--- src/rtl/chan_mux_seq.sv ---
// Registered N-channel, W-bit multiplexer with manual select and auto-scan modes.
// Provides hold, a valid flag that drops for one settling cycle per mode change, and a scan-wrap pulse.
module chan_mux_seq #(
    parameter int CHANNELS = 4,
    parameter int WIDTH    = 8,
    parameter int DWELL    = 4,
    localparam int SEL_W   = (CHANNELS > 2) ? $clog2(CHANNELS) : 1
) (
    input  logic                      clk,
    input  logic                      reset,
    input  logic                      mode,
    input  logic [SEL_W-1:0]          select,
    input  logic                      hold,
    input  logic [CHANNELS*WIDTH-1:0] data_in,
    output logic [WIDTH-1:0]          data_out,
    output logic [SEL_W-1:0]          chan_out,
    output logic                      valid,
    output logic                      wrap
);

    localparam logic [SEL_W-1:0] LAST_CH = SEL_W'(CHANNELS - 1);
    localparam logic [SEL_W:0]   NUM_CH  = (SEL_W + 1)'(CHANNELS);
    localparam logic [7:0]       LAST_DW = 8'(DWELL - 1);

    typedef enum logic [1:0] {
        IDLE   = 2'd0,
        MANUAL = 2'd1,
        SCAN   = 2'd2
    } state_t;

    state_t            state, state_nxt;
    logic [SEL_W-1:0]  ptr, ptr_nxt;
    logic [7:0]        dcnt, dcnt_nxt;
    logic [SEL_W-1:0]  man_idx;
    logic [SEL_W-1:0]  show_idx;
    logic [WIDTH-1:0]  sel_data;
    logic [WIDTH-1:0]  data_nxt;
    logic [SEL_W-1:0]  chan_nxt;
    logic              valid_nxt;
    logic              wrap_nxt;

    // Legacy inverted mapping; out-of-range selects fall back to channel 0.
    always_comb begin
        man_idx = '0;
        if ({1'b0, select} < NUM_CH) begin
            man_idx = LAST_CH - select;
        end
    end

    always_comb begin
        sel_data = '0;
        for (int unsigned k = 0; k < CHANNELS; k++) begin
            if (SEL_W'(k) == show_idx) begin
                sel_data = data_in[k*WIDTH +: WIDTH];
            end
        end
    end

    // Next-state, scan pointer and output selection.
    // data_out shows the post-update pointer so wrap and channel 0 land on the same cycle.
    always_comb begin
        state_nxt = state;
        ptr_nxt   = ptr;
        dcnt_nxt  = dcnt;
        show_idx  = chan_out;
        wrap_nxt  = 1'b0;
        valid_nxt = (state != IDLE);
        data_nxt  = data_out;
        chan_nxt  = chan_out;

        if (!hold) begin
            state_nxt = mode ? SCAN : MANUAL;
            if (state_nxt == SCAN) begin
                if (state != SCAN) begin
                    ptr_nxt  = '0;
                    dcnt_nxt = '0;
                end else if (dcnt == LAST_DW) begin
                    dcnt_nxt = '0;
                    if (ptr == LAST_CH) begin
                        ptr_nxt  = '0;
                        wrap_nxt = 1'b1;
                    end else begin
                        ptr_nxt = ptr + SEL_W'(1);
                    end
                end else begin
                    dcnt_nxt = dcnt + 8'd1;
                end
                show_idx = ptr_nxt;
            end else begin
                show_idx = man_idx;
            end
            valid_nxt = (state_nxt == state);
            data_nxt  = sel_data;
            chan_nxt  = show_idx;
        end
    end

    always_ff @(posedge clk) begin
        if (reset) begin
            state <= IDLE;
        end else begin
            state <= state_nxt;
        end
    end

    always_ff @(posedge clk) begin
        if (reset) begin
            ptr      <= '0;
            dcnt     <= '0;
            data_out <= '0;
            chan_out <= '0;
            valid    <= 1'b0;
            wrap     <= 1'b0;
        end else begin
            ptr      <= ptr_nxt;
            dcnt     <= dcnt_nxt;
            data_out <= data_nxt;
            chan_out <= chan_nxt;
            valid    <= valid_nxt;
            wrap     <= wrap_nxt;
        end
    end

endmodule
--- config.mk ---
export PLATFORM = sky130hd
export DESIGN_NAME = chan_mux_seq
export DESIGN_NICKNAME = d
export VERILOG_FILES = /design/src/rtl/chan_mux_seq.sv
export SDC_FILE = /design/constraint.sdc
export NUM_CORES = 1
export LEC_CHECK = 0
export ABC_AREA = 1
export CAP_MARGIN = 25
export CELL_PAD_IN_SITES_DETAIL_PLACEMENT = 1
export CELL_PAD_IN_SITES_GLOBAL_PLACEMENT = 1
export CORE_ASPECT_RATIO = 2
export CORE_MARGIN = 4
export CORE_UTILIZATION = 27
export DETAILED_ROUTE_END_ITERATION = 10
export GPL_ROUTABILITY_DRIVEN = 1
export PLACE_DENSITY = 0.87
export SYNTH_ARGS = -nofsm -noshare
export SYNTH_HDL_FRONTEND = slang
export SYNTH_SLANG_ARGS = --single-unit
export TNS_END_PERCENT = 100
--- constraint.sdc ---
create_clock -name clk -period 1.45 [get_ports clk]
set_input_delay 0.29 -clock clk [delete_from_list [all_inputs] [get_ports clk]]
set_output_delay 0.29 -clock clk [all_outputs]
set_load 0.02 [all_outputs]
# == Yosys cells after proc, flatten, opt, wreduce, memory -nomap -nowiden ==
# Cells that the tools add are included.
# totals
output_inout_bits,12
ff_bits,24
inputBits,38
elab_cells,39
# op_classes
n_reduce_logical,4
n_mux,14
n_eq_ne,8
add_sub_neg,3
bitwise_logic,3
# ops
operator,n
2-to-1 mux 8 bit,6
2-to-1 mux 2 bit,6
adder 8 x 1 -> 8 bit (second input constant),1
equality test 8 x 2 -> 1 bit (second input constant),1
OR reduction 5 bit,1
equality test 2 bit (first input constant),2
equality test 2 bit (second input constant),2
NOT 1 bit,3
adder 2 x 1 -> 2 bit (second input constant),1
equality test 1 x 2 -> 1 bit (first input constant),1
equality test 2 bit,1
zero test 2 bit,1
2-to-1 mux 1 bit,2
!= test 2 bit (second input constant),1
AND reduction 2 bit,1
nonzero test 2 bit,1
subtractor 2 bit (first input constant),1

# == Logic depth before layout (Yosys ltp) ==
# logic_depth
word_depth,11
ltp_mapped,13
mapped_depth_nobuf,13

# == Worst setup path after synthesis ==
# Ideal clock, no wire load.
# synth_path
path_type,flip-flop to flip-flop
start,register dcnt[0]
end,register data_out[3]
arrival_time_ns,1.448
slack_ns,-0.118
stages_incl_launch_ff,12
period_less_slack_ns,1.568
path_cell_list,dfxtp_1 -> ha_1 -> inv_1 -> nor2_1 -> nand3_1 -> nand3_2 -> nand2_4 -> buf_4 -> o21ai_0 -> nand2_1 -> o21ai_1 -> a21oi_1
# synth_via
elab_chain_len,10
elab_cells_between_ends,13
classes_between,4 x eq/ne; 8 x mux; 1 x reduce/logical
# synth_lines
element,line_no,source
"start, declared",33,"logic [7:0] dcnt, dcnt_nxt;"
"start signal, assigned",116,dcnt <= dcnt_nxt;
equality test 8 x 2 -> 1 bit (*),77,end else if (dcnt == LAST_DW) begin
2-to-1 mux 2 bit (*),77,
2-to-1 mux 2 bit (*),74,if (state != SCAN) begin
2-to-1 mux 2 bit (*),73,if (state_nxt == SCAN) begin
2-to-1 mux 2 bit (*),--,
zero test 2 bit,53,if (SEL_W'(k) == show_idx) begin
2-to-1 mux 8 bit (3 in series),53,
2-to-1 mux 8 bit (*),53,
"end signal, assigned",117,data_out <= data_nxt;
"end, declared",15,"output logic [WIDTH-1:0] data_out,"
# Every way passes the cells marked *; elsewhere a longest branch is shown, timed or not.
# A chain may end at the register's enable or synchronous reset.

# == Worst setup path after layout ==
# layout_path
start,register dcnt[1]
end,register data_out[5]
# Same word-level chain as after synthesis.

==> impl.org <==
** Floorplan
- The die covers approximately 6200 sq um.
- The floorplan has 36 rows.
- From bottom edge to top edge, the die measures 107.7 um.
- 50 I/O pins were placed.
- Once the floorplan was initialized, standard cells occupied approximately 28% of the core.
- The floorplan step set the die width to around 58 um.
- Core region area :: around 5000 sq um

** Global routing
- Summed over all layers, the global routing overflow is 0.
- The initial antenna violation count was 0.
- Entering global routing, the biggest net connects 18 pins.
- Wire length of the first global-routing pass :: 8811 um
- GRT Util Overall :: a little under a fifth
- The via count of the first global-routing pass was 1924.

** Routing
- Dividing the detail-routed wire length by the instance count gives approximately 18 um.
- Total vias in the final route :: between 1500 and 2000
- After detailed routing, the number of vias per cell comes to ~5.1.
- TritonRoute pass-1 iters :: 4
- In the routed design, unresolved DRC markers number 0.
- Number of nets with antenna violations after routing :: 0
- DRC violation total after the first TritonRoute iteration :: 24
- The final layout contains routed wiring with a total length of about 6400 um.

** Clocking
- TritonCTS built the clock tree.
- Clock-pin slew was measured on the worst setup and hold paths at ~90 ps.
- Sinks on the clock net :: 24
- Number of buffers inserted during clock tree synthesis :: 3
- Clock root buffer :: sky130_fd_sc_hd__clkbuf_8
- H-tree depth :: 1
- Counting along the longest clock path gives a buffer depth of 2.
- Worst-skew pair later-pin latency :: ~270 ps

** Timing
- In this run the tightest slew margin relative to its limit is between 70% and 80%.
- Largest clock skew in the final design :: around 2.8 ps
- Slack of the critical path :: -442.5 ps
- The smallest clock period supported by the final layout is computed as 1893 ps.
- Total negative slack :: -3846 ps
- The final critical path takes up 130.5% of the cycle.
- Setup violation total in the final timing report :: 18
- The count of final max-slew check failures is 0.
- Maximum clock frequency :: between 0.5 and 0.6 GHz
- Setup repair after global routing could not meet its margin everywhere.
- Final count of hold timing violations :: 0
- For the pin with the worst max-slew slack, the measured transition is a little over 300 ps.

** Final layout
- Area added between synthesis and finish :: 83.68%
- The finished cells cover about 2500 sq um.
- Fraction of layout cells with a size suffix above 1 :: between 30% and 40%
- For this run, the share of the core covered by cells in the final layout is approximately half.
- Number of diodes :: 0
- The final layout contains 330 nets.

** Critical path
- Crit Reg-Reg Endpoint :: data_out[5]$_SDFFE_PP0N_
- The critical path goes through ha_4, nand2_2, nor2_1, nand2_1, nand2_1, nand3_2, nand2_4, clkinvlp_4, o21ai_1, nand2_1, o21ai_1, a21oi_1.
- At the worst endpoint, the required time is 1610 ps.
- The critical path ends at data_out[5]$_SDFFE_PP0N_.
- Critical Setup Path Class :: flop to flop
- Across all register-to-register paths, the minimum setup slack is -440 ps.
- In this design, the critical path's most frequently occurring cell is sky130_fd_sc_hd__nand2_1.
- CP peak stage delay :: about 370 ps
- The number of cells on the worst reg-to-reg path is 12.
- Largest fanout on the critical path :: 8
- Max stage delay cell, worst path :: sky130_fd_sc_hd__dfxtp_2
- Kind of launch point of the worst setup path :: flop
- For the worst setup path, the data arrival time is about 2100 ps.
- In this run the critical register-to-register path is launched from dcnt[1]$_SDFFE_PP0P_.
- Worst setup path startpoint :: dcnt[1]$_SDFFE_PP0P_
- Critical path endpoint category :: flop

** Logic synthesis
- Area contributors post-synth :: sky130_fd_sc_hd__dfxtp_1, sky130_fd_sc_hd__nand2_1, sky130_fd_sc_hd__nand3_1
- Count of state elements after synthesis :: 24
- The most common cell in the synthesized netlist is sky130_fd_sc_hd__nand2_1.
- Ys async rst share :: 0%
- Post-synth top area share :: 35.82%
- Number of synthesized flops with an enable pin :: 0
- Synthesis produced a netlist with a net count of about 240.
- In the synthesized netlist, the number of instances is between 200 and 250.
- Cell taking the most area after synthesis :: sky130_fd_sc_hd__dfxtp_1
- Counting instances in the post-synthesis netlist gives the leading cell types as sky130_fd_sc_hd__nand2_1, sky130_fd_sc_hd__inv_1, sky130_fd_sc_hd__nand3_1, sky130_fd_sc_hd__dfxtp_1, sky130_fd_sc_hd__o21ai_0.
- Yosys Warn Count :: 0
- After synthesis, flip-flops and latches occupy a little over a third of the total area.
- Synthesized area per cell :: approximately 6.7 sq um
- Among all flip-flop cells after synthesis, the most frequent one is sky130_fd_sc_hd__dfxtp_1.
- Yosys cell types :: 25
- The cell area that synthesis handed to floorplanning was 1341 sq um.

** Pwr
- Overall power consumption after layout is estimated at ~1.7 mW.
- Peak supply drop :: ~670 uV
- Leak pwr :: around 1.1 nW
- Power spread over the standard cell area amounts to 701.3 nW/um^2.

** Outcome
- The flow ran to the end, but the final reports show violations.
- The checks that failed: negative setup slack.

** Hold path
- The path class of the tightest hold or removal check is input pin to flop.
- Worst hold start :: hold

** Placed design
- Summing all placed instances gives a cell area of 2130 sq um.
- HPWL reported at the end of detailed placement :: 4113 um
- Placer Congestion :: slightly above 0.8
- At the placement stage, the worst setup path has a slack of -771.2 ps.
- Count of buffers from port buffering :: 49

** Flow run
- The tool flagged a number of max-cap violations equal to 0.
[final cells by class]
cell class | instances | area, sq um
Multi-Input combinational cell | 143 | 894.6
Clock buffer | 3 | 41.29
Sequential cell | 24 | 484.2
Tap cell | 57 | 71.32
Fill cell | 602 | 2401
Clock inverter | 1 | 30.03
Inverter | 28 | 121.4
Timing Repair Buffer | 90 | 820.8
[critical path, delay by kind of cell, from the launching register on]
kind	cells	cell delay, ps
buffers and inverters	1	180
DFF	1	370
adders and majority gates	1	170
and+or+nand+nor	7	760
AOI/OAI and AO/OA	3	310
[placed cells by master, fill, tap and decap left out, types with 2 or more instances in the layout]
| master | netlist | routed |
|---|---|---|
| sky130_fd_sc_hd__a21oi_1 | 16 | 10 |
| sky130_fd_sc_hd__a21oi_2 | 0 | 6 |
| sky130_fd_sc_hd__a221oi_2 | 0 | 2 |
| sky130_fd_sc_hd__buf_12 | 0 | 2 |
| sky130_fd_sc_hd__buf_4 | 1 | 34 |
| sky130_fd_sc_hd__buf_6 | 1 | 5 |
| sky130_fd_sc_hd__clkbuf_8 | 0 | 3 |
| sky130_fd_sc_hd__clkdlybuf4s50_1 | 0 | 35 |
| sky130_fd_sc_hd__dfxtp_1 | 24 | 21 |
| sky130_fd_sc_hd__dfxtp_2 | 0 | 3 |
| sky130_fd_sc_hd__dlygate4sd2_1 | 0 | 13 |
| sky130_fd_sc_hd__inv_1 | 26 | 22 |
| sky130_fd_sc_hd__inv_2 | 2 | 2 |
| sky130_fd_sc_hd__inv_6 | 0 | 2 |
| sky130_fd_sc_hd__nand2_1 | 39 | 35 |
| sky130_fd_sc_hd__nand2_2 | 1 | 4 |
| sky130_fd_sc_hd__nand2_4 | 2 | 3 |
| sky130_fd_sc_hd__nand3_1 | 26 | 21 |
| sky130_fd_sc_hd__nand3_2 | 2 | 7 |
| sky130_fd_sc_hd__nand4_1 | 2 | 2 |
| sky130_fd_sc_hd__nor2_1 | 20 | 11 |
| sky130_fd_sc_hd__nor2_2 | 0 | 7 |
| sky130_fd_sc_hd__nor2_4 | 1 | 3 |
| sky130_fd_sc_hd__o21ai_0 | 23 | 9 |
| sky130_fd_sc_hd__o21ai_1 | 1 | 6 |
| sky130_fd_sc_hd__o21ai_2 | 0 | 8 |
[through the flow]
step,cells,hold slack (ps)
after floorplan,201,390.2
after global placement,330,477.8
final,346,472.2
after global routing,346,484.7
after detailed placement,330,492.9
after CTS,340,476.3
[logic make-up after synthesis]
kind of cell    synth area share, %
compound gates                18.66
fa+ha+maj                     1.865
buf+inv                       10.35
flops                         35.82
simple gates                  33.30
[repair_timing]
item	in CTS	in global routing
hold buffers	0	0
gates resized for setup	33	48
setup buffers	5	7
endpoints found under the setup margin	29	16
pin swaps	8	14
cloned	1	0
[sequential cells by signal, indices dropped and copies added, names as in the netlist]
signal / cells
state: 2
valid: 1
wrap: 1
chan_out: 2
data_out: 8
ptr: 2
dcnt: 8
[per-layer routing]
metal  global-route usage [%]  routed length (um)
met2                    40.86                3955
met4                    8.126                 271
met3                    1.561                 184
met5                        0                   0
met1                    15.38                1973
[power breakdown]
part           switching (mW)  internal (mW)
Sequential             0.0166          0.685
Combinational           0.220          0.203
Clock                   0.234          0.369
Total                   0.470           1.26
[how the worst min path moves through the flow]
stage / endpoint / slack (ps) / depth (start not counted)
floorplan: dcnt[0]$_SDFFE_PP0P_ / 390 / 1
global placement: dcnt[7]$_SDFFE_PP0P_ / 480 / 2
detailed placement: dcnt[7]$_SDFFE_PP0P_ / 490 / 2
CTS: dcnt[0]$_SDFFE_PP0P_ / 480 / 2
global route: dcnt[0]$_SDFFE_PP0P_ / 480 / 2
finish: data_out[4]$_SDFFE_PP0N_ / 470 / 4
No activity file was read; power rests on OpenSTA's default activity.
